File: src/rtl/table_ram_writer.sv
// table_ram_writer
// Fills a DEPTH x DW table RAM with an address-derived pattern, reads every
// word back, and reports pass/fail, first failing address and a saturating
// mismatch count.
//
// Optional build macro: TABLE_RAM_WRITER_MANUAL_EN
//   When defined, i_write pulses in IDLE/DONE write i_data to a manual,
//   free-running address pointer. When undefined, i_write/i_data are ignored.
//
// Ports:
//   i_clk           system clock
//   i_rst           synchronous active-high reset
//   i_start         async key level; rising edge starts a run
//   i_write         async key level; manual write strobe (optional feature)
//   i_data          manual write data (optional feature)
//   o_ramAddress    RAM address
//   o_ramData       RAM write data
//   o_ramWren       RAM write enable
//   i_ramQ          RAM read data, valid READ_LATENCY clocks after its address
//   o_busy          high in FILL, VERIFY, DRAIN
//   o_done          high in DONE
//   o_pass          high in DONE when no mismatch was seen
//   o_errorAddress  first mismatching address
//   o_errorCount    mismatch count, saturating at all-ones
module table_ram_writer #(
  parameter int              DEPTH        = 1024,
  parameter int              AW           = 10,
  parameter int              DW           = 10,
  parameter logic [DW-1:0]   SEED         = DW'(10'h155),
  parameter int              READ_LATENCY = 1
) (
  input  logic          i_clk,
  input  logic          i_rst,
  input  logic          i_start,
  input  logic          i_write,
  input  logic [DW-1:0] i_data,
  output logic [AW-1:0] o_ramAddress,
  output logic [DW-1:0] o_ramData,
  output logic          o_ramWren,
  input  logic [DW-1:0] i_ramQ,
  output logic          o_busy,
  output logic          o_done,
  output logic          o_pass,
  output logic [AW-1:0] o_errorAddress,
  output logic [AW-1:0] o_errorCount
);

  localparam logic [AW-1:0] ADDR_ZERO = {AW{1'b0}};
  localparam logic [AW-1:0] ADDR_ONE  = {{(AW-1){1'b0}}, 1'b1};
  localparam logic [AW-1:0] ADDR_LAST = AW'(DEPTH - 1);
  localparam logic [AW-1:0] CNT_MAX   = {AW{1'b1}};
  localparam logic [1:0]    DRAIN_END = 2'(READ_LATENCY);

  typedef enum logic [2:0] {
    ST_IDLE   = 3'd0,
    ST_FILL   = 3'd1,
    ST_VERIFY = 3'd2,
    ST_DRAIN  = 3'd3,
    ST_DONE   = 3'd4
  } state_t;

  // Fill pattern: address zero-extended or truncated to DW bits, XOR seed.
  function automatic logic [DW-1:0] pattern(input logic [AW-1:0] a);
    logic [AW+DW-1:0] ext;
    ext = {{DW{1'b0}}, a};
    return ext[DW-1:0] ^ SEED;
  endfunction

  state_t        state_q, state_d;
  logic [AW-1:0] ptr_q, ptr_d;
  logic [1:0]    drain_cnt_q, drain_cnt_d;
  logic [AW-1:0] addr_q, addr_d;
  logic [DW-1:0] data_q, data_d;
  logic          wren_q, wren_d;
  logic          issue_vld_q, issue_vld_d;
  logic          busy_q, busy_d;
  logic          done_q, done_d;
  logic          pass_q, pass_d;
  logic [AW-1:0] err_addr_q, err_addr_d;
  logic [AW-1:0] err_count_q, err_count_d;

  logic [1:0]    start_sync_q;
  logic          start_prev_q;
  logic          start_pulse_s;

  // Read-tag pipeline: entry READ_LATENCY-1 lines up with i_ramQ.
  logic [READ_LATENCY-1:0] pipe_vld_q;
  logic [AW-1:0]           pipe_addr_q [READ_LATENCY];
  logic                    cmp_vld_s;
  logic [AW-1:0]           cmp_addr_s;

  assign start_pulse_s = start_sync_q[1] & ~start_prev_q;
  assign cmp_vld_s     = pipe_vld_q[READ_LATENCY-1];
  assign cmp_addr_s    = pipe_addr_q[READ_LATENCY-1];

`ifdef TABLE_RAM_WRITER_MANUAL_EN
  logic [1:0]    write_sync_q;
  logic          write_prev_q;
  logic          write_pulse_s;
  logic [AW-1:0] man_ptr_q, man_ptr_d;

  assign write_pulse_s = write_sync_q[1] & ~write_prev_q;

  // Write-key synchronizer, edge detector and manual address pointer.
  always_ff @(posedge i_clk) begin
    if (i_rst) begin
      write_sync_q <= 2'b00;
      write_prev_q <= 1'b0;
      man_ptr_q    <= ADDR_ZERO;
    end else begin
      write_sync_q <= {write_sync_q[0], i_write};
      write_prev_q <= write_sync_q[1];
      man_ptr_q    <= man_ptr_d;
    end
  end
`else
  logic unused_inputs_s;
  assign unused_inputs_s = ^{i_write, i_data};
`endif

  // Start-key synchronizer and edge detector.
  always_ff @(posedge i_clk) begin
    if (i_rst) begin
      start_sync_q <= 2'b00;
      start_prev_q <= 1'b0;
    end else begin
      start_sync_q <= {start_sync_q[0], i_start};
      start_prev_q <= start_sync_q[1];
    end
  end

  // Shift the read tags alongside the RAM's read latency.
  always_ff @(posedge i_clk) begin
    if (i_rst) begin
      pipe_vld_q <= {READ_LATENCY{1'b0}};
      for (int i = 0; i < READ_LATENCY; i++) begin
        pipe_addr_q[i] <= ADDR_ZERO;
      end
    end else begin
      pipe_vld_q[0]  <= issue_vld_q;
      pipe_addr_q[0] <= addr_q;
      for (int i = 1; i < READ_LATENCY; i++) begin
        pipe_vld_q[i]  <= pipe_vld_q[i-1];
        pipe_addr_q[i] <= pipe_addr_q[i-1];
      end
    end
  end

  // Next-state, pointer, compare and registered-output logic.
  always_comb begin
    state_d     = state_q;
    ptr_d       = ptr_q;
    drain_cnt_d = drain_cnt_q;
    addr_d      = addr_q;
    data_d      = data_q;
    wren_d      = 1'b0;
    issue_vld_d = 1'b0;
    err_addr_d  = err_addr_q;
    err_count_d = err_count_q;
`ifdef TABLE_RAM_WRITER_MANUAL_EN
    man_ptr_d   = man_ptr_q;
`endif

    // Compare first so a start pulse below can still clear the results.
    if (cmp_vld_s && (i_ramQ != pattern(cmp_addr_s))) begin
      if (err_count_q == ADDR_ZERO) begin
        err_addr_d = cmp_addr_s;
      end else begin
        err_addr_d = err_addr_q;
      end
      if (err_count_q != CNT_MAX) begin
        err_count_d = err_count_q + ADDR_ONE;
      end else begin
        err_count_d = err_count_q;
      end
    end else begin
      err_count_d = err_count_q;
    end

    case (state_q)
      ST_IDLE, ST_DONE: begin
        if (start_pulse_s) begin
          state_d     = ST_FILL;
          ptr_d       = ADDR_ZERO;
          err_addr_d  = ADDR_ZERO;
          err_count_d = ADDR_ZERO;
        end
`ifdef TABLE_RAM_WRITER_MANUAL_EN
        else if (write_pulse_s) begin
          wren_d    = 1'b1;
          addr_d    = man_ptr_q;
          data_d    = i_data;
          man_ptr_d = (man_ptr_q == ADDR_LAST) ? ADDR_ZERO : man_ptr_q + ADDR_ONE;
        end
`endif
        else begin
          state_d = state_q;
        end
      end
      ST_FILL: begin
        wren_d = 1'b1;
        addr_d = ptr_q;
        data_d = pattern(ptr_q);
        if (ptr_q == ADDR_LAST) begin
          ptr_d   = ADDR_ZERO;
          state_d = ST_VERIFY;
        end else begin
          ptr_d = ptr_q + ADDR_ONE;
        end
      end
      ST_VERIFY: begin
        addr_d      = ptr_q;
        issue_vld_d = 1'b1;
        if (ptr_q == ADDR_LAST) begin
          ptr_d       = ADDR_ZERO;
          drain_cnt_d = 2'd0;
          state_d     = ST_DRAIN;
        end else begin
          ptr_d = ptr_q + ADDR_ONE;
        end
      end
      ST_DRAIN: begin
        // The address register adds one cycle ahead of the RAM latency, so
        // the last compare lands on the edge that enters DONE.
        if (drain_cnt_q == DRAIN_END) begin
          state_d = ST_DONE;
        end else begin
          drain_cnt_d = drain_cnt_q + 2'd1;
        end
      end
      default: begin
        state_d = ST_IDLE;
      end
    endcase

    busy_d = (state_d == ST_FILL) || (state_d == ST_VERIFY) || (state_d == ST_DRAIN);
    done_d = (state_d == ST_DONE);
    pass_d = done_d && (err_count_d == ADDR_ZERO);
  end

  // State and output registers.
  always_ff @(posedge i_clk) begin
    if (i_rst) begin
      state_q     <= ST_IDLE;
      ptr_q       <= ADDR_ZERO;
      drain_cnt_q <= 2'd0;
      addr_q      <= ADDR_ZERO;
      data_q      <= {DW{1'b0}};
      wren_q      <= 1'b0;
      issue_vld_q <= 1'b0;
      busy_q      <= 1'b0;
      done_q      <= 1'b0;
      pass_q      <= 1'b0;
      err_addr_q  <= ADDR_ZERO;
      err_count_q <= ADDR_ZERO;
    end else begin
      state_q     <= state_d;
      ptr_q       <= ptr_d;
      drain_cnt_q <= drain_cnt_d;
      addr_q      <= addr_d;
      data_q      <= data_d;
      wren_q      <= wren_d;
      issue_vld_q <= issue_vld_d;
      busy_q      <= busy_d;
      done_q      <= done_d;
      pass_q      <= pass_d;
      err_addr_q  <= err_addr_d;
      err_count_q <= err_count_d;
    end
  end

  assign o_ramAddress   = addr_q;
  assign o_ramData      = data_q;
  assign o_ramWren      = wren_q;
  assign o_busy         = busy_q;
  assign o_done         = done_q;
  assign o_pass         = pass_q;
  assign o_errorAddress = err_addr_q;
  assign o_errorCount   = err_count_q;

endmodule

File: config.mk
export PLATFORM = sky130hd
export DESIGN_NAME = table_ram_writer
export DESIGN_NICKNAME = d
export VERILOG_FILES = /design/src/rtl/table_ram_writer.sv
export SDC_FILE = /design/constraint.sdc
export NUM_CORES = 1
export LEC_CHECK = 0
export CORE_MARGIN = 2
export CORE_UTILIZATION = 50
export DETAILED_ROUTE_END_ITERATION = 10
export PLACE_DENSITY_LB_ADDON = 0.25
export SYNTH_ARGS = -nofsm -noshare
export SYNTH_HDL_FRONTEND = slang
export SYNTH_SLANG_ARGS = --single-unit
File: constraint.sdc
create_clock -name i_clk -period 2.6 [get_ports i_clk]
set_input_delay 0.39 -clock i_clk [delete_from_list [all_inputs] [get_ports i_clk]]
set_output_delay 0.39 -clock i_clk [all_outputs]
set_load 0.05 [all_outputs]
==> results of run 1 <==
state kept, by name (all words and copies together), names as in the netlist:
register / cells
issue_vld_q: 1
o_done: 1
o_ramAddress: 10
drain_cnt_q: 2
start_sync_q: 2
o_ramData: 10
o_errorCount: 10
o_ramWren: 1
state_q: 3
cmp_vld_s: 1
o_pass: 1
o_errorAddress: 10
pipe_addr_q: 10
start_prev_q: 1
ptr_q: 10
o_busy: 1
power groups by stage:
stage / Combinational [W] / Sequential [W] / Clock (W)
floorplan: 0.0000655 / 0.00120 / 0
global placement: 0.000130 / 0.00118 / 0
detailed placement: 0.000132 / 0.00118 / 0
CTS: 0.000132 / 0.00115 / 0.000992
global route: 0.000142 / 0.00116 / 0.00104
finish: 0.000131 / 0.00115 / 0.000969
critical path: cells and delay by family (launching register included):
family	cells	cell delay, ns
mux	1	0.40
fa+ha+maj	1	0.31
compound gates	3	0.69
flops	1	0.44
simple gates	3	0.44
layout make-up:
cell class | instances | share of cell area (%)
well taps | 75 | 2.41
clock buffers | 10 | 3.27
clock inverters | 6 | 2.31
flip-flops and latches | 74 | 38.0
multi-input cells | 232 | 37.3
inverters | 7 | 0.674
repair buffers | 65 | 16.1
through the flow:
step           TNS (ns)  instances  total power (W)  hold WS [ns]
2_1_floorplan         0        329          0.00127         0.414
4_1_cts               0        469          0.00228         0.438
6_report              0        469          0.00225         0.434
3_5_place_dp     -0.112        453          0.00131         0.429
3_3_place_gp    -0.0388        453          0.00131         0.422
5_1_grt               0        469          0.00234         0.450
cells by family (layout without fill, tap and decap cells):
group           after synthesis  count (layout)  share of synthesized area [%]
simple gates                145             145                           24.6
flops                        74              74                           48.8
compound gates               36              36                           7.01
mux                          25              25                           8.33
buf+inv                      23              88                           3.26
xor+xnor                     22              22                           6.35
fa+ha+maj                     4               4                           1.65
metal layers:
layer	global-route usage, %	vias to the layer above
li1	-	1237
met1	24.6	1138
met2	31.5	55
met3	4.95	2
met4	8.33	0
met5	0	-
Yosys cell counts, types with 3 or more instances:
cell	number	share of area, %
dfxtp_1	74	49
nor2_1	57	7.1
a21oi_1	25	4.1
mux2i_1	23	7.6
nand2_1	21	2.6
nor2b_1	16	3.3
xnor2_1	13	3.8
clkbuf_1	11	1.4
xor2_1	9	2.6
inv_1	7	0.87
nand3_1	7	1.2
and3_1	6	1.2
nand4_1	6	1.2
or2_2	5	1.0
buf_2	4	0.66
ha_1	4	1.6
nor3b_1	4	0.99
and4_1	3	0.87
nor4b_1	3	0.87
or3_1	3	0.62
worst paths after layout:
check                           cells past startpoint        end            start  slack, ns
worst max-delay path                                8     o_pass  o_errorCount[1]       0.25
worst min-delay path                                1  cmp_vld_s      issue_vld_q       0.43
worst max register to register                      8     o_pass  o_errorCount[1]       0.25
worst min register to register                      1  cmp_vld_s      issue_vld_q       0.43
==> results.ini, run 1 <==
[status]
status=finished clean

[grt]
grt_pass1_vias=2264
grt_usage_pct=19.5
grt_max_degree=26
grt_pass1_wl_mm=10.0
gr-total-overflow=0
grt_antenna_before_repair=0

[finish]
final_layout_size_suffix_gt1_share_pct=9.39
fillCellCount=478
multiInputGateArea_sq_um=1450
diodes=0
design_area_sq_um=3900
final_cell_mix=dfxtp_1 (74), nor2_1 (57), clkdlybuf4s50_1 (56)
final_common_cell=dfxtp_1
fin_nets=417
fin_util_pct=66.3
seq_area_sq_um=1480
area_delta_synth_final_pct=28.6

[clock_tree]
cts_tree=built
cts.root.buffer_cell=clkbuf_8
path_clk_slew_ns=0.08
clockBufferDepth=2
clk_latency_ns=0.34
holdBufCountCts=0
numCtsBuffers=9
cts_max_level=3
post_cts_buffers=0
cts_resized=0
cts_num_sinks=74

[sta]
fin_skew_ns=0.00794
rsz0062_at_grt=no
hold_viol_final=0
final.setup.worst_slack_ns=0.247
setup_violations=0
maxSlewViolCount=0
worst_slew_pin_slew_ns=0.678
final.period_utilization_pct=90.5
maxSlewHeadroom_pct=54.7
period_minus_slack_ns=2.35
fmax_ghz=0.425

[critical_path]
worstSetupPathType=register to register
worstPathRequired_ns=2.87
cp-end-kind=register
start_kind=register
arrival_ns=2.62
crit_chain=ha_1 > and2_1 > nand2_1 > a311oi_1 > mux2_2 > a221oi_2 > a41oi_1 > nor3_2
path_max_fanout=7
slowest_delay_ns=0.44
slowest_stage=dfxtp_1

[logic_synthesis]
synth_edf_count=0
synth.yosys.seq_area_share_pct=48.8
ys_async_sr_fraction_pct=0
synthesis.area_sq_um=3030
ys.flop_type=dfxtp_1
syn_nets=357
ys.warnings.count=0
synth-seq-cells=74
synth_cells=329
avgSynthCellArea_sq_um=9.22
post_synth_num_cell_types=39

[routing]
route.vias.total=2432
routed-wl-met3_um=291
drc=0
wl_mm=6.13
first_iter_violations=71
ant_nets=0
first_pass_iters=4
avgRoutedWirePerCell_um=13.1
wl_met1_mm=2.98
met2_length_mm=2.82
viasPerCell=5.19
top_layer_used=met4

[placed_design]
portBuffers=56
hpwl_mm=4.35
postPlaceCellArea_sq_um=3680
gp_congestion=0.882
dp_slack_ns=-0.0742

[pwr]
powerDensity_nw_per_um2=578
p_int_w=0.00174
pwr-share-clk_pct=43.0
combPwrFrac_pct=5.8
peakVddDrop_mv=0.340
p_seq_share_pct=51.2
net-switching-power_w=0.000511
leakage_nw=1.50
p_sw_share_pct=22.7

[run]
drv_cap=0

[floorplan]
core_area_sq_um=5890
start_util_pct=51.6
die_x_um=81.9
die_area_sq_um=6710
fp-row-count=28
ios=68
dieHeight_um=81.9

[min_path]
hold_class=register to register

No activity file was read; power rests on OpenSTA's default activity.
==> run 2: changes to the inputs <==
ABC_AREA = 1   (was unset)
CORE_UTILIZATION = 51   (was 50)
==> results.ini, run 2 <==
[logic_synthesis]
yosys.area.top_type=dfxtp_1  ; unchanged
syn_nets=486  ; was 357
synthXorXnorAreaFrac_pct=1.54  ; was 6.35%
synth_fa_ha_area_share_pct=1.47  ; was 1.65%
synth_cells=458  ; was 329
synthTopCellsByCount=dfxtp_1 (74), inv_1 (71), nor2_1 (71), nand2_1 (70), a21oi_1 (30)  ; was dfxtp_1 (74), nor2_1 (57), a21oi_1 (25), mux2i_1 (23), nand2_1 (21)
avgSynthCellArea_sq_um=7.46  ; was 9.22 sq um
synth_top_area_share_pct=43.4  ; was 48.8%
ys_async_sr_fraction_pct=0  ; unchanged
synth_top_family_by_area=simple AND/OR/NAND/NOR gates  ; unchanged
yosys.cell_count.top_type=dfxtp_1  ; unchanged
synth-seq-cells=74  ; unchanged
synth.yosys.seq_area_share_pct=43.4  ; was 48.8%
synth_edf_count=0  ; unchanged
synth_area_leaders=dfxtp_1 (43%), inv_1 (7.8%), nor2_1 (7.8%)  ; was dfxtp_1 (49%), mux2i_1 (7.6%), nor2_1 (7.1%)
ys.flop_type=dfxtp_1  ; unchanged
synth_mux_area_share_pct=0  ; was 8.33%
ys.warnings.count=0  ; unchanged
post_synth_num_cell_types=37  ; was 39
synth_compound_gate_area_share_pct=13.2  ; was 7.01%
synthesis.area_sq_um=3410  ; was 3030 sq um
synthSimpleGateAreaFrac_pct=28.9  ; was 24.6%

[sta]
period_minus_slack_ns=2.07  ; was 2.35 ns
hold_viol_final=0  ; unchanged
final.period_utilization_pct=79.5  ; was 90.5%
whs_ns=0.399  ; was 0.434 ns
fmax_ghz=0.484  ; was 0.425 GHz
fin_skew_ns=0.00712  ; was 0.00794 ns
maxSlewViolCount=0  ; unchanged
rsz0062_at_grt=no  ; unchanged
worst_slew_pin_slew_ns=0.508  ; was 0.678 ns
tns_ns=0  ; unchanged
maxSlewHeadroom_pct=66.0  ; was 54.7%
setup_violations=0  ; unchanged

[placed_design]
gp_congestion=0.881  ; was 0.882
portBuffers=56  ; unchanged
postPlaceCellArea_sq_um=4020  ; was 3680 sq um
hpwl_mm=5.15  ; was 4.35 mm

[grt]
grt_pass1_vias=2802  ; was 2,264
grt_antenna_before_repair=0  ; unchanged
grt_usage_pct=20.9  ; was 19.5%
grt_pass1_wl_mm=12.4  ; was 10.0 mm
gr-total-overflow=0  ; unchanged
grt_max_degree=35  ; was 26

[clock_tree]
holdBufCountCts=0  ; unchanged
cts.root.buffer_cell=clkbuf_8  ; unchanged
cts_max_level=3  ; unchanged
cts_tree=built  ; unchanged
path_clk_slew_ns=0.07  ; was 0.08 ns
cts_resized=0  ; unchanged
clockBufferDepth=2  ; unchanged
post_cts_buffers=0  ; unchanged
numCtsBuffers=9  ; unchanged
cts_num_sinks=74  ; unchanged
clk_latency_ns=0.34  ; about the same

[critical_path]
worstPathRequired_ns=2.21  ; was 2.87 ns
crit_family=buffers and inverters  ; was compound AO/OA/AOI/OAI gates
crit_chain=clkdlybuf4s50_1  ; was ha_1 > and2_1 > nand2_1 > a311oi_1 > mux2_2 > a221oi_2 > a41oi_1 > nor3_2
start_kind=register  ; unchanged
slowest_stage=clkdlybuf4s50_1  ; was dfxtp_1
path_buf_inv=1  ; was 0
worstSetupPathType=register to output port  ; was register to register
path_max_fanout=8  ; was 7
arrival_ns=1.68  ; was 2.62 ns
cp-end-kind=output port  ; was register
slowest_delay_ns=0.86  ; was 0.44 ns

[routing]
route.vias.total=3012  ; was 2,432
ant_nets=0  ; unchanged
drc=4  ; was 0
viasPerCell=5.05  ; was 5.19
first_iter_violations=195  ; was 71
avgRoutedWirePerCell_um=12.3  ; was 13.1 um
wl_mm=7.33  ; was 6.13 mm
first_pass_iters=7  ; was 4

[floorplan]
die_x_um=85.8  ; was 81.9 um
core_area_sq_um=6420  ; was 5890 sq um
ios=68  ; unchanged
fp-row-count=29  ; was 28
dieHeight_um=85.8  ; was 81.9 um
die_area_sq_um=7370  ; was 6710 sq um
start_util_pct=53.2  ; was 51.6%

[run]
drv_cap=0  ; unchanged

[pwr]
leakage_nw=1.73  ; was 1.50 nW
peakVddDrop_mv=0.401  ; was 0.340 mV
powerDensity_nw_per_um2=557  ; was 578 nW/um^2

[min_path]
hold_class=register to register  ; unchanged

[finish]
design_area_sq_um=4220  ; was 3900 sq um
diodes=0  ; unchanged
final_common_cell=dfxtp_1  ; unchanged
fin_util_pct=65.7  ; was 66.3%
fillCellCount=542  ; was 478
area_delta_synth_final_pct=23.6  ; was 28.6%
fin_nets=543  ; was 417
final_layout_size_suffix_gt1_share_pct=13.3  ; was 9.39%
final_cell_mix=dfxtp_1 (74), inv_1 (71), nor2_1 (71)  ; was dfxtp_1 (74), nor2_1 (57), clkdlybuf4s50_1 (56)

[status]
status=finished with violations  ; was finished clean
violations=DRC

run 2: cell types whose count changed after synthesis, sizes merged, moves of 6 or more:
cell    previous run  this run
a21oi             25        31
nor3               4        11
xnor2             13         2
a211oi             0        12
o21ai              2        26
nand3              7        25
mux2i             23         0
and3               6         0
nor2              57        84
inv                7        81
nand2             21        76
nor2b             16         0
run 2: path summary, 6_finish.rpt:
check,endpoint,slack (ns),cells after the start,start
worst max-delay path,o_errorCount[5],0.53,1,o_errorCount[5]
worst min-delay path,cmp_vld_s,0.40,2,issue_vld_q
worst max register to register,o_pass,0.63,14,o_errorCount[0]
worst min register to register,cmp_vld_s,0.40,2,issue_vld_q
run 2: per-layer routing:
layer | vias to the layer above | GRT usage [%] | share of wire (%)
met5 | - | 0 | 0
met4 | 0 | 10.8 | 1.3
met3 | 10 | 3.27 | 4.7
met2 | 87 | 33.6 | 47
met1 | 1367 | 27.3 | 46
li1 | 1548 | - | -
run 2: metrics by stage:
| stage | total power (W) | worst slack [ns] | cells |
|---|---|---|---|
| CTS | 0.00236 | 0.530 | 596 |
| global route | 0.00244 | 0.457 | 596 |
| detailed placement | 0.00146 | 0.401 | 581 |
| finish | 0.00235 | 0.533 | 596 |
| global placement | 0.00146 | 0.460 | 581 |
| floorplan | 0.00138 | 0.566 | 458 |
run 2: cells by family (layout without fill, tap and decap cells):
| kind of cell | count (synthesis) | after routing |
|---|---|---|
| AND/OR/NAND/NOR | 208 | 208 |
| buffers and inverters | 96 | 157 |
| flip-flops | 74 | 74 |
| AO/OA/AOI/OAI | 70 | 70 |
| XOR/XNOR | 6 | 6 |
| adder cells (fa/ha/maj) | 4 | 4 |
run 2: where the power goes:
| group | internal [W] | total (W) | switching, W | leakage [nW] |
|---|---|---|---|---|
| clock network | 0.000491 | 0.000911 | 0.000421 | 0.101 |
| registers | 0.00116 | 0.00118 | 0.0000210 | 0.599 |
| logic | 0.0000857 | 0.000255 | 0.000169 | 1.03 |
| total | 0.00174 | 0.00235 | 0.000611 | 1.73 |
run 2: layout make-up:
type	count	area [sq um]	area share (%)
sequential	74	1480	35.1
clock buffer	11	151	3.59
timing repair buffer	60	591	14.0
inverter	82	313	7.41
tap	77	96.3	2.28
multi-input combinational	288	1540	36.4
clock inverter	4	51.3	1.22
==> run 3: changes to the inputs <==
clock period = 2.14 ns   (was 2.6 ns; I/O delays follow)
==> results.ini, run 3 (synthesis results as in run 2) <==
[critical_path]
path_max_fanout=8  ; unchanged
slowest_stage=clkdlybuf4s50_1  ; unchanged
crit_family=buffers and inverters  ; unchanged
start_kind=register  ; unchanged
arrival_ns=1.69  ; was 1.68 ns
path_buf_inv=1  ; unchanged
crit_chain=clkdlybuf4s50_1  ; unchanged
worstPathRequired_ns=1.82  ; was 2.21 ns
worstSetupPathType=register to output port  ; unchanged
cp-end-kind=output port  ; unchanged
slowest_delay_ns=0.86  ; about the same

[min_path]
hold_class=register to register  ; unchanged

[routing]
first_iter_violations=132  ; was 195
drc=4  ; unchanged
first_pass_iters=7  ; unchanged
ant_nets=0  ; unchanged
wl_mm=7.02  ; was 7.33 mm
avgRoutedWirePerCell_um=11.7  ; was 12.3 um
viasPerCell=4.96  ; was 5.05
route.vias.total=2970  ; was 3,012

[grt]
grt_pass1_vias=2719  ; was 2,802
grt_usage_pct=20.5  ; was 20.9%
grt_antenna_before_repair=0  ; unchanged
grt_max_degree=35  ; unchanged
grt_pass1_wl_mm=12.0  ; was 12.4 mm
gr-total-overflow=0  ; unchanged

[finish]
fin_util_pct=66.0  ; was 65.7%
area_delta_synth_final_pct=24.2  ; was 23.6%
final_cell_mix=dfxtp_1 (74), inv_1 (71), nor2_1 (71)  ; unchanged
fin_nets=545  ; was 543
final_common_cell=dfxtp_1  ; unchanged
final_layout_size_suffix_gt1_share_pct=13.8  ; was 13.3%
diodes=0  ; unchanged

[sta]
period_minus_slack_ns=2.02
maxSlewViolCount=0  ; unchanged
rsz0062_at_grt=no  ; unchanged
final.period_utilization_pct=94.2
fmax_ghz=0.496
hold_viol_final=0  ; unchanged
fin_skew_ns=0.0109  ; was 0.00712 ns
setup_violations=0  ; unchanged
maxSlewHeadroom_pct=55.4  ; was 66.0%
worst_slew_pin_slew_ns=0.669  ; was 0.508 ns
whs_ns=0.409  ; was 0.399 ns

[placed_design]
portBuffers=56  ; unchanged
gp_congestion=0.906  ; was 0.881
hpwl_mm=5.07  ; was 5.15 mm

[clock_tree]
numCtsBuffers=9  ; unchanged
holdBufCountCts=0  ; unchanged
clockBufferDepth=2  ; unchanged
cts_tree=built  ; unchanged
clk_latency_ns=0.35  ; was 0.34 ns
cts_num_sinks=74  ; unchanged
cts.root.buffer_cell=clkbuf_8  ; unchanged
path_clk_slew_ns=0.08  ; was 0.07 ns
post_cts_buffers=0  ; unchanged
cts_resized=0  ; unchanged
cts_max_level=3  ; unchanged

[pwr]
p_total_w=0.00280  ; was 0.00235 W
peakVddDrop_mv=0.610  ; was 0.401 mV
powerDensity_nw_per_um2=661  ; was 557 nW/um^2
leakage_nw=1.75  ; was 1.73 nW

[floorplan]
fp-row-count=29  ; unchanged
core_area_sq_um=6420  ; unchanged
die_area_sq_um=7370  ; unchanged
ios=68  ; unchanged
dieHeight_um=85.8  ; unchanged
die_x_um=85.8  ; unchanged
start_util_pct=53.2  ; unchanged

[status]
status=finished with violations  ; unchanged
violations=DRC  ; unchanged

[run]
drv_cap=0  ; unchanged

run 3: stage by stage:
step	worst slack [ns]	area (sq um)	instances	TNS, ns
floorplan	0.106	3410	458	0
global placement	0.0141	4050	583	0
detailed placement	-0.0254	4050	583	-0.0467
CTS	0.100	4240	599	0
global route	0.0631	4240	599	0
finish	0.125	4240	599	0
run 3: routing by layer:
metal	vias to the layer above	part of all wire [%]	routed length (um)	track usage (%)
met1	1342	47	3310	25.8
met2	64	47	3280	33.5
li1	1555	-	-	-
met4	0	1.0	70	6.20
met3	9	5.1	359	6.74
met5	-	0	0	0
run 3: cell type report:
type | instances | area, sq um
inverter | 82 | 313
clock inverter | 7 | 70.1
timing repair buffer | 62 | 618
tap | 77 | 96.3
fill | 571 | 2180
clock buffer | 9 | 124
sequential | 74 | 1480
multi-input combinational | 288 | 1540
run 3: power by group:
part / internal [W] / switching (W) / leakage, nW
clock: 0.000535 / 0.000522 / 0.0990
sequential: 0.00141 / 0.0000252 / 0.599
combinational: 0.000103 / 0.000203 / 1.05
run 3: worst paths after layout:
path / cells past startpoint / endpoint / startpoint / slack (ns)
min: 2 / cmp_vld_s / issue_vld_q / 0.41
max reg2reg: 8 / ptr_q[4] / ptr_q[0] / 0.27
min reg2reg: 2 / cmp_vld_s / issue_vld_q / 0.41
max: 1 / o_errorCount[5] / o_errorCount[5] / 0.12
